`src/rtl/loader_pkg.sv`:
```
// Shared types and constants for the ROM program loader.
package loader_pkg;

    typedef enum logic [2:0] {
        IDLE,
        COUNT,
        DATA,
        CHECK,
        DONE,
        ERROR
    } state_e;

    localparam logic [1:0] ERR_NONE    = 2'd0;
    localparam logic [1:0] ERR_COUNT   = 2'd1;
    localparam logic [1:0] ERR_CHK     = 2'd2;
    localparam logic [1:0] ERR_TIMEOUT = 2'd3;

    localparam logic [7:0] HEADER_DEFAULT = 8'hA5;

endpackage

```
`src/rtl/word_packer.sv`:
```
// Collects four bytes little-endian into a 32-bit word and strobes it out.
module word_packer (
    input  logic        clk,
    input  logic        rst,
    input  logic        clr,
    input  logic        byte_vld,
    input  logic [7:0]  byte_data,
    output logic        lane_last,
    output logic [31:0] word,
    output logic        word_vld
);

    logic [1:0]  lane_q,  lane_d;
    logic [23:0] shreg_q, shreg_d;
    logic [31:0] word_q,  word_d;
    logic        vld_q,   vld_d;

    // Next-state: shift bytes in from the top so byte 0 ends up in [7:0].
    always_comb begin
        lane_d  = lane_q;
        shreg_d = shreg_q;
        word_d  = word_q;
        vld_d   = 1'b0;
        if (clr) begin
            lane_d  = 2'd0;
            shreg_d = 24'd0;
        end else if (byte_vld) begin
            if (lane_q == 2'd3) begin
                word_d = {byte_data, shreg_q};
                vld_d  = 1'b1;
                lane_d = 2'd0;
            end else begin
                shreg_d = {byte_data, shreg_q[23:8]};
                lane_d  = lane_q + 2'd1;
            end
        end
    end

    // State registers; the assembled word holds until the next one completes.
    always_ff @(posedge clk) begin
        if (!rst) begin
            lane_q  <= 2'd0;
            shreg_q <= 24'd0;
            word_q  <= 32'd0;
            vld_q   <= 1'b0;
        end else begin
            lane_q  <= lane_d;
            shreg_q <= shreg_d;
            word_q  <= word_d;
            vld_q   <= vld_d;
        end
    end

    assign lane_last = (lane_q == 2'd3);
    assign word      = word_q;
    assign word_vld  = vld_q;

endmodule

```
`src/rtl/program_loader.sv`:
```
// Frame parser feeding the CPU ROM programming port: header, count,
// packed data words and a trailing additive checksum, with idle timeout.
module program_loader
    import loader_pkg::*;
#(
    parameter logic [7:0] HEADER         = HEADER_DEFAULT,
    parameter int         MAX_WORDS      = 64,
    parameter int         TIMEOUT_CYCLES = 1000000
) (
    input  logic        clk,
    input  logic        rst,
    input  logic        rx_valid,
    input  logic [7:0]  rx_data,
    output logic        edit,
    output logic [7:0]  line,
    output logic [31:0] code,
    output logic        send,
    output logic        busy,
    output logic        done,
    output logic        error,
    output logic [1:0]  err_code
);

    localparam int         TW       = $clog2(TIMEOUT_CYCLES + 1);
    localparam logic [TW-1:0] TMO_LAST = TW'(TIMEOUT_CYCLES - 1);
    localparam logic [7:0] MAX_B    = 8'(MAX_WORDS);

    state_e        state_q, state_d;
    logic [1:0]    err_q,   err_d;
    logic [7:0]    sum_q,   sum_d;
    logic [6:0]    idx_q,   idx_d;
    logic [6:0]    num_q,   num_d;
    logic [7:0]    line_q,  line_d;
    logic [TW-1:0] tmo_q,   tmo_d;

    logic          pk_clr;
    logic          pk_vld_in;
    logic          pk_last;
    logic [31:0]   pk_word;
    logic          pk_word_vld;

    // Lane position is meaningless outside a data phase, so keep it cleared;
    // this also drops a half-built word on timeout or error.
    assign pk_clr    = (state_q != DATA);
    assign pk_vld_in = rx_valid && (state_q == DATA);

    word_packer u_packer (
        .clk       (clk),
        .rst       (rst),
        .clr       (pk_clr),
        .byte_vld  (pk_vld_in),
        .byte_data (rx_data),
        .lane_last (pk_last),
        .word      (pk_word),
        .word_vld  (pk_word_vld)
    );

    // Next-state: frame sequencing, running checksum, word index and timeout.
    always_comb begin
        state_d = state_q;
        err_d   = err_q;
        sum_d   = sum_q;
        idx_d   = idx_q;
        num_d   = num_q;
        line_d  = line_q;
        tmo_d   = '0;
        case (state_q)
            IDLE, ERROR: begin
                if (rx_valid && rx_data == HEADER) begin
                    state_d = COUNT;
                    err_d   = ERR_NONE;
                end
            end
            COUNT: begin
                if (rx_valid) begin
                    if (rx_data == 8'd0 || rx_data > MAX_B) begin
                        state_d = ERROR;
                        err_d   = ERR_COUNT;
                    end else begin
                        num_d   = rx_data[6:0];
                        sum_d   = rx_data;
                        idx_d   = 7'd0;
                        state_d = DATA;
                    end
                end else if (tmo_q == TMO_LAST) begin
                    state_d = ERROR;
                    err_d   = ERR_TIMEOUT;
                end else begin
                    tmo_d = tmo_q + 1'b1;
                end
            end
            DATA: begin
                if (rx_valid) begin
                    sum_d = sum_q + rx_data;
                    if (pk_last) begin
                        line_d = {idx_q[5:0], 2'b00};
                        idx_d  = idx_q + 7'd1;
                        if (idx_d == num_q) state_d = CHECK;
                    end
                end else if (tmo_q == TMO_LAST) begin
                    state_d = ERROR;
                    err_d   = ERR_TIMEOUT;
                end else begin
                    tmo_d = tmo_q + 1'b1;
                end
            end
            CHECK: begin
                if (rx_valid) begin
                    if (rx_data == sum_q) begin
                        state_d = DONE;
                    end else begin
                        state_d = ERROR;
                        err_d   = ERR_CHK;
                    end
                end else if (tmo_q == TMO_LAST) begin
                    state_d = ERROR;
                    err_d   = ERR_TIMEOUT;
                end else begin
                    tmo_d = tmo_q + 1'b1;
                end
            end
            DONE: begin
                state_d = IDLE;
            end
            default: begin
                state_d = IDLE;
            end
        endcase
    end

    // State registers; reset wipes any partially loaded frame.
    always_ff @(posedge clk) begin
        if (!rst) begin
            state_q <= IDLE;
            err_q   <= ERR_NONE;
            sum_q   <= 8'd0;
            idx_q   <= 7'd0;
            num_q   <= 7'd0;
            line_q  <= 8'd0;
            tmo_q   <= '0;
        end else begin
            state_q <= state_d;
            err_q   <= err_d;
            sum_q   <= sum_d;
            idx_q   <= idx_d;
            num_q   <= num_d;
            line_q  <= line_d;
            tmo_q   <= tmo_d;
        end
    end

    assign busy     = (state_q == COUNT) || (state_q == DATA) || (state_q == CHECK);
    assign edit     = busy;
    assign done     = (state_q == DONE);
    assign error    = (state_q == ERROR);
    assign err_code = err_q;
    assign line     = line_q;
    assign code     = pk_word;
    assign send     = pk_word_vld;

endmodule

```
`config.mk`:
```
export PLATFORM = sky130hd
export DESIGN_NAME = program_loader
export DESIGN_NICKNAME = d
export VERILOG_FILES = /design/src/rtl/loader_pkg.sv /design/src/rtl/word_packer.sv /design/src/rtl/program_loader.sv
export SDC_FILE = /design/constraint.sdc
export NUM_CORES = 1
export LEC_CHECK = 0
export ABC_AREA = 1
export CAP_MARGIN = 20
export CORE_MARGIN = 2
export CORE_UTILIZATION = 45
export DETAILED_ROUTE_END_ITERATION = 10
export GPL_TIMING_DRIVEN = 0
export PLACE_DENSITY_LB_ADDON = 0.15
export SLEW_MARGIN = 10
export SYNTH_ARGS = -nofsm -noshare
export SYNTH_HDL_FRONTEND = slang
export SYNTH_SLANG_ARGS = --single-unit
export TNS_END_PERCENT = 1
```
`constraint.sdc`:
```
create_clock -name clk -period 2.2 [get_ports clk]
set_input_delay 0.33 -clock clk [delete_from_list [all_inputs] [get_ports clk]]
set_output_delay 0.33 -clock clk [all_outputs]
set_load 0.005 [all_outputs]
```
==> summary.md <==
| Metric | Value |
|---|---|
| Worst Tran Pin Value | ~650 ps |
| Yosys warning total | 0 |
| Initial core utilization | a little under half |
| Compound-Gate Fraction of Synth Area | between 10% and 20% |
| TritonRoute pass-1 iters | 5 |
| Antenna diode count | 0 |
| Worst path required time | ~2400 ps |
| Synth Register Bits | around 110 |
| Mux cell area share after synthesis | 0% |
| CP Max Fanout | 5 |
| Pwr Total | about 4.0 mW |
| Ys async rst share | 0% |
| Synth top area share | a little over two fifths |
| Run status | complete, no violations |
| Die X-Extent | roughly 110 um |
| Tot GR Track Use | 21.54% |
| Final Max Tran Viols | 0 |
| Placed cells | between 900 and 1000 |
| Largest family of logic cells by synthesized area | simple AND/OR/NAND/NOR gates |
| Clk slew on worst S/H paths | 70 ps |
| Fin area | a little over 6000 um^2 |
| Synthesized-area fraction occupied by adder cells | under 10% |
| Wire per inst | around 14 um |
| Fin util | 54.85% |
| First-pass GRT wire length | 21.63 mm |
| Post-Synth XOR/XNOR Area | 2.026% |
| Initial antenna violation count | 0 |
| CP Launch Type | input port |
| Fmax achieved | about 470 MHz |
| Synth Area per Inst | 7.358 um^2 |
| Core area | roughly 11000 um^2 |
| Mapped Cells | slightly above 700 |
| Number of enable flip-flop cells after synthesis | 0 |
| RSZ-0062 raised after global routing | false |
| Via density | ~5 |
| Min-delay worst type | input port to register |
| DRC Markers | 0 |
| Crit end category | register |
| Postcts setup bufs | 0 |
| Clk_lat worst skew | approximately 360 ps |
| Vias in the first global route | around 4400 |
| Bufs on Longest Clock Path | 2 |
| WL final | about 13 mm |
| Pin count of the biggest net entering global routing | 19 |
| Arrival @ worst endpoint | 2350 ps |
| Chip height | between 100 and 150 um |
| GR Overflow Total | 0 |
| ANT nets after route | 0 |
| Area post-placement | 5921 um^2 |
| PwrDens | between 600 and 700 nW/um^2 |
| CTS Buf Count | 9 |
| Max-Cap Viols | 0 |
| Static leakage | ~2.6 nW |
| Root buffer cell | clkbuf_16 |
| DR vias | around 4700 |
| Initial DRC count | between 200 and 250 |
| Cell Area, Synth | 5187 um^2 |
| Die footprint | ~12000 um^2 |
| Final hold slack | 372.5 ps |
| RD Place Congestion | just over 0.9 |
| Clk_skew | 13.57 ps |
| Final setup fails | 0 |
| Crit share post-route | a little over nine tenths |
| CP Class | input port to register |
| Detailed placement HPWL | 9.643 mm |
| Netlist cell types | between 40 and 50 |
| VDD IR-drop max | between 500 and 600 uV |
| Synth area leader | dfxtp_1 |
| Rows | 39 |
| Final net count | about 800 |
| Final std cells w/o fill | between 900 and 1000 |
| Layout area overhead | 19.71% |
| Seq/Total Area, Yosys | around 43% |
| Final hold violation count | 0 |
| Clk sinks | between 100 and 150 |
| Post-Synth Simple-Gate Area | approximately 28% |
| Top cells by area, synth | dfxtp_1 (43%), nor2_1 (9.9%), nand2_1 (7.2%) |
| Rel. slew slack | 56.45% |
| IO buf count | 55 |
| Post-route minimum period | between 2000 and 2500 ps |
| Layout cells sized above 1 | a little under a tenth |
| CTS tree | built |
| H-tree depth | 3 |
| Num ports | 58 |
| Top_reg_cell synth | dfxtp_1 |
## flip-flops by register name, summed over array words and instances (netlist names), 3 cells and up
name	cells
idx_q	7
line	6
num_q	7
state_q	3
sum_q	8
tmo_q	20
u_packer.shreg_q	24
u_packer.word	32
## cells in the final DEF (no fill, tap or decap), drive strengths merged, types with 2 or more instances in the layout
master and instances:
nor2 146, dfxtp 112, nand2 104, o21ai 84, inv 70, clkdlybuf4s50 54
a21oi 48, nand3 42, buf 22, clkbuf 20, nor3 12, ha 10
nand4 9, xor2 9, or2 5, a22oi 4, a31oi 4, a211oi 4
xnor2 3, nor4 2, o21a 2, conb 2, clkinv 2
## cells by family (layout without fill, tap and decap cells)
kind of cell               count (synthesis)  count (layout)
AOI/OAI and AO/OA                        149             149
xor gates and xnor gates                  12              12
adders and majority gates                 11              11
buffers and inverters                     98             169
DFF                                      112             112
other                                      1               2
and+or+nand+nor                          322             322
## layer usage
metal	up-vias	routed length [um]	share of wire [%]	global-route usage [%]
met2	96	6149	46	35.73
met3	17	530	4.0	4.627
met4	0	290	2.2	7.737
met5	-	0	0	0
met1	2131	6256	47	27.86
li1	2435	-	-	-
## layout make-up
cell class,instances,area [um^2]
inverter,68,257.7
multi-input combinational,496,2509
clock inverter,4,36.28
tap,143,178.9
buffer,30,186.4
clock buffer,12,246.5
sequential,112,2242
timing repair buffer,55,553.0
fill,1119,5111
## Yosys cell counts (3+ instances only)
| cell type | instances |
|---|---|
| a21oi_1 | 48 |
| a22oi_1 | 4 |
| a31oi_1 | 4 |
| buf_2 | 8 |
| buf_4 | 11 |
| buf_6 | 3 |
| clkbuf_1 | 8 |
| dfxtp_1 | 112 |
| ha_1 | 10 |
| inv_1 | 60 |
| inv_2 | 7 |
| nand2_1 | 99 |
| nand2_2 | 3 |
| nand3_1 | 40 |
| nand4_1 | 9 |
| nor2_1 | 137 |
| nor2_2 | 4 |
| nor2_8 | 3 |
| nor3_1 | 7 |
| nor3_2 | 5 |
| o21ai_0 | 66 |
| o21ai_1 | 18 |
| or2_1 | 3 |
| xnor2_1 | 3 |
| xor2_1 | 9 |
## worst max-delay path, stage by stage
cell,delay [ps]
clkdlybuf4s50_1,560
ha_1,410
nor4_1,350
nand3_1,180
o21ai_1,240
nor2_4,60
o21ai_0,150
nor2_1,60
## worst paths after layout
kind | start | end | slack [ps] | cells past startpoint
hold reg to reg | tmo_q[0] | tmo_q[0] | 460 | 1
setup / recovery | rx_data[4] | err_code[0] | 90 | 8
setup reg to reg | sum_q[0] | sum_q[6] | 360 | 15
hold / removal | rx_data[0] | sum_q[0] | 370 | 3
## timing repair
action,in CTS,in global routing
hold buffers,0,0
setup endpoints to repair,0,2
resized for setup,0,3
## stage by stage
stage / setup slack [ps] / TNS (ps)
3_5_place_dp: -260.5 / -1021
4_1_cts: 30.56 / 0
5_1_grt: 4.751 / 0
6_report: 85.94 / 0
2_1_floorplan: 476.6 / 0
3_3_place_gp: -232.6 / -988.2
## power breakdown
group / switching (mW) / internal, mW / leakage [nW]
combinational: 0.206 / 0.124 / 1.59
clock: 0.779 / 0.818 / 0.141
sequential: 0.0203 / 2.05 / 0.902
total: 1.01 / 2.99 / 2.63
(Power assumes the default switching activity.)
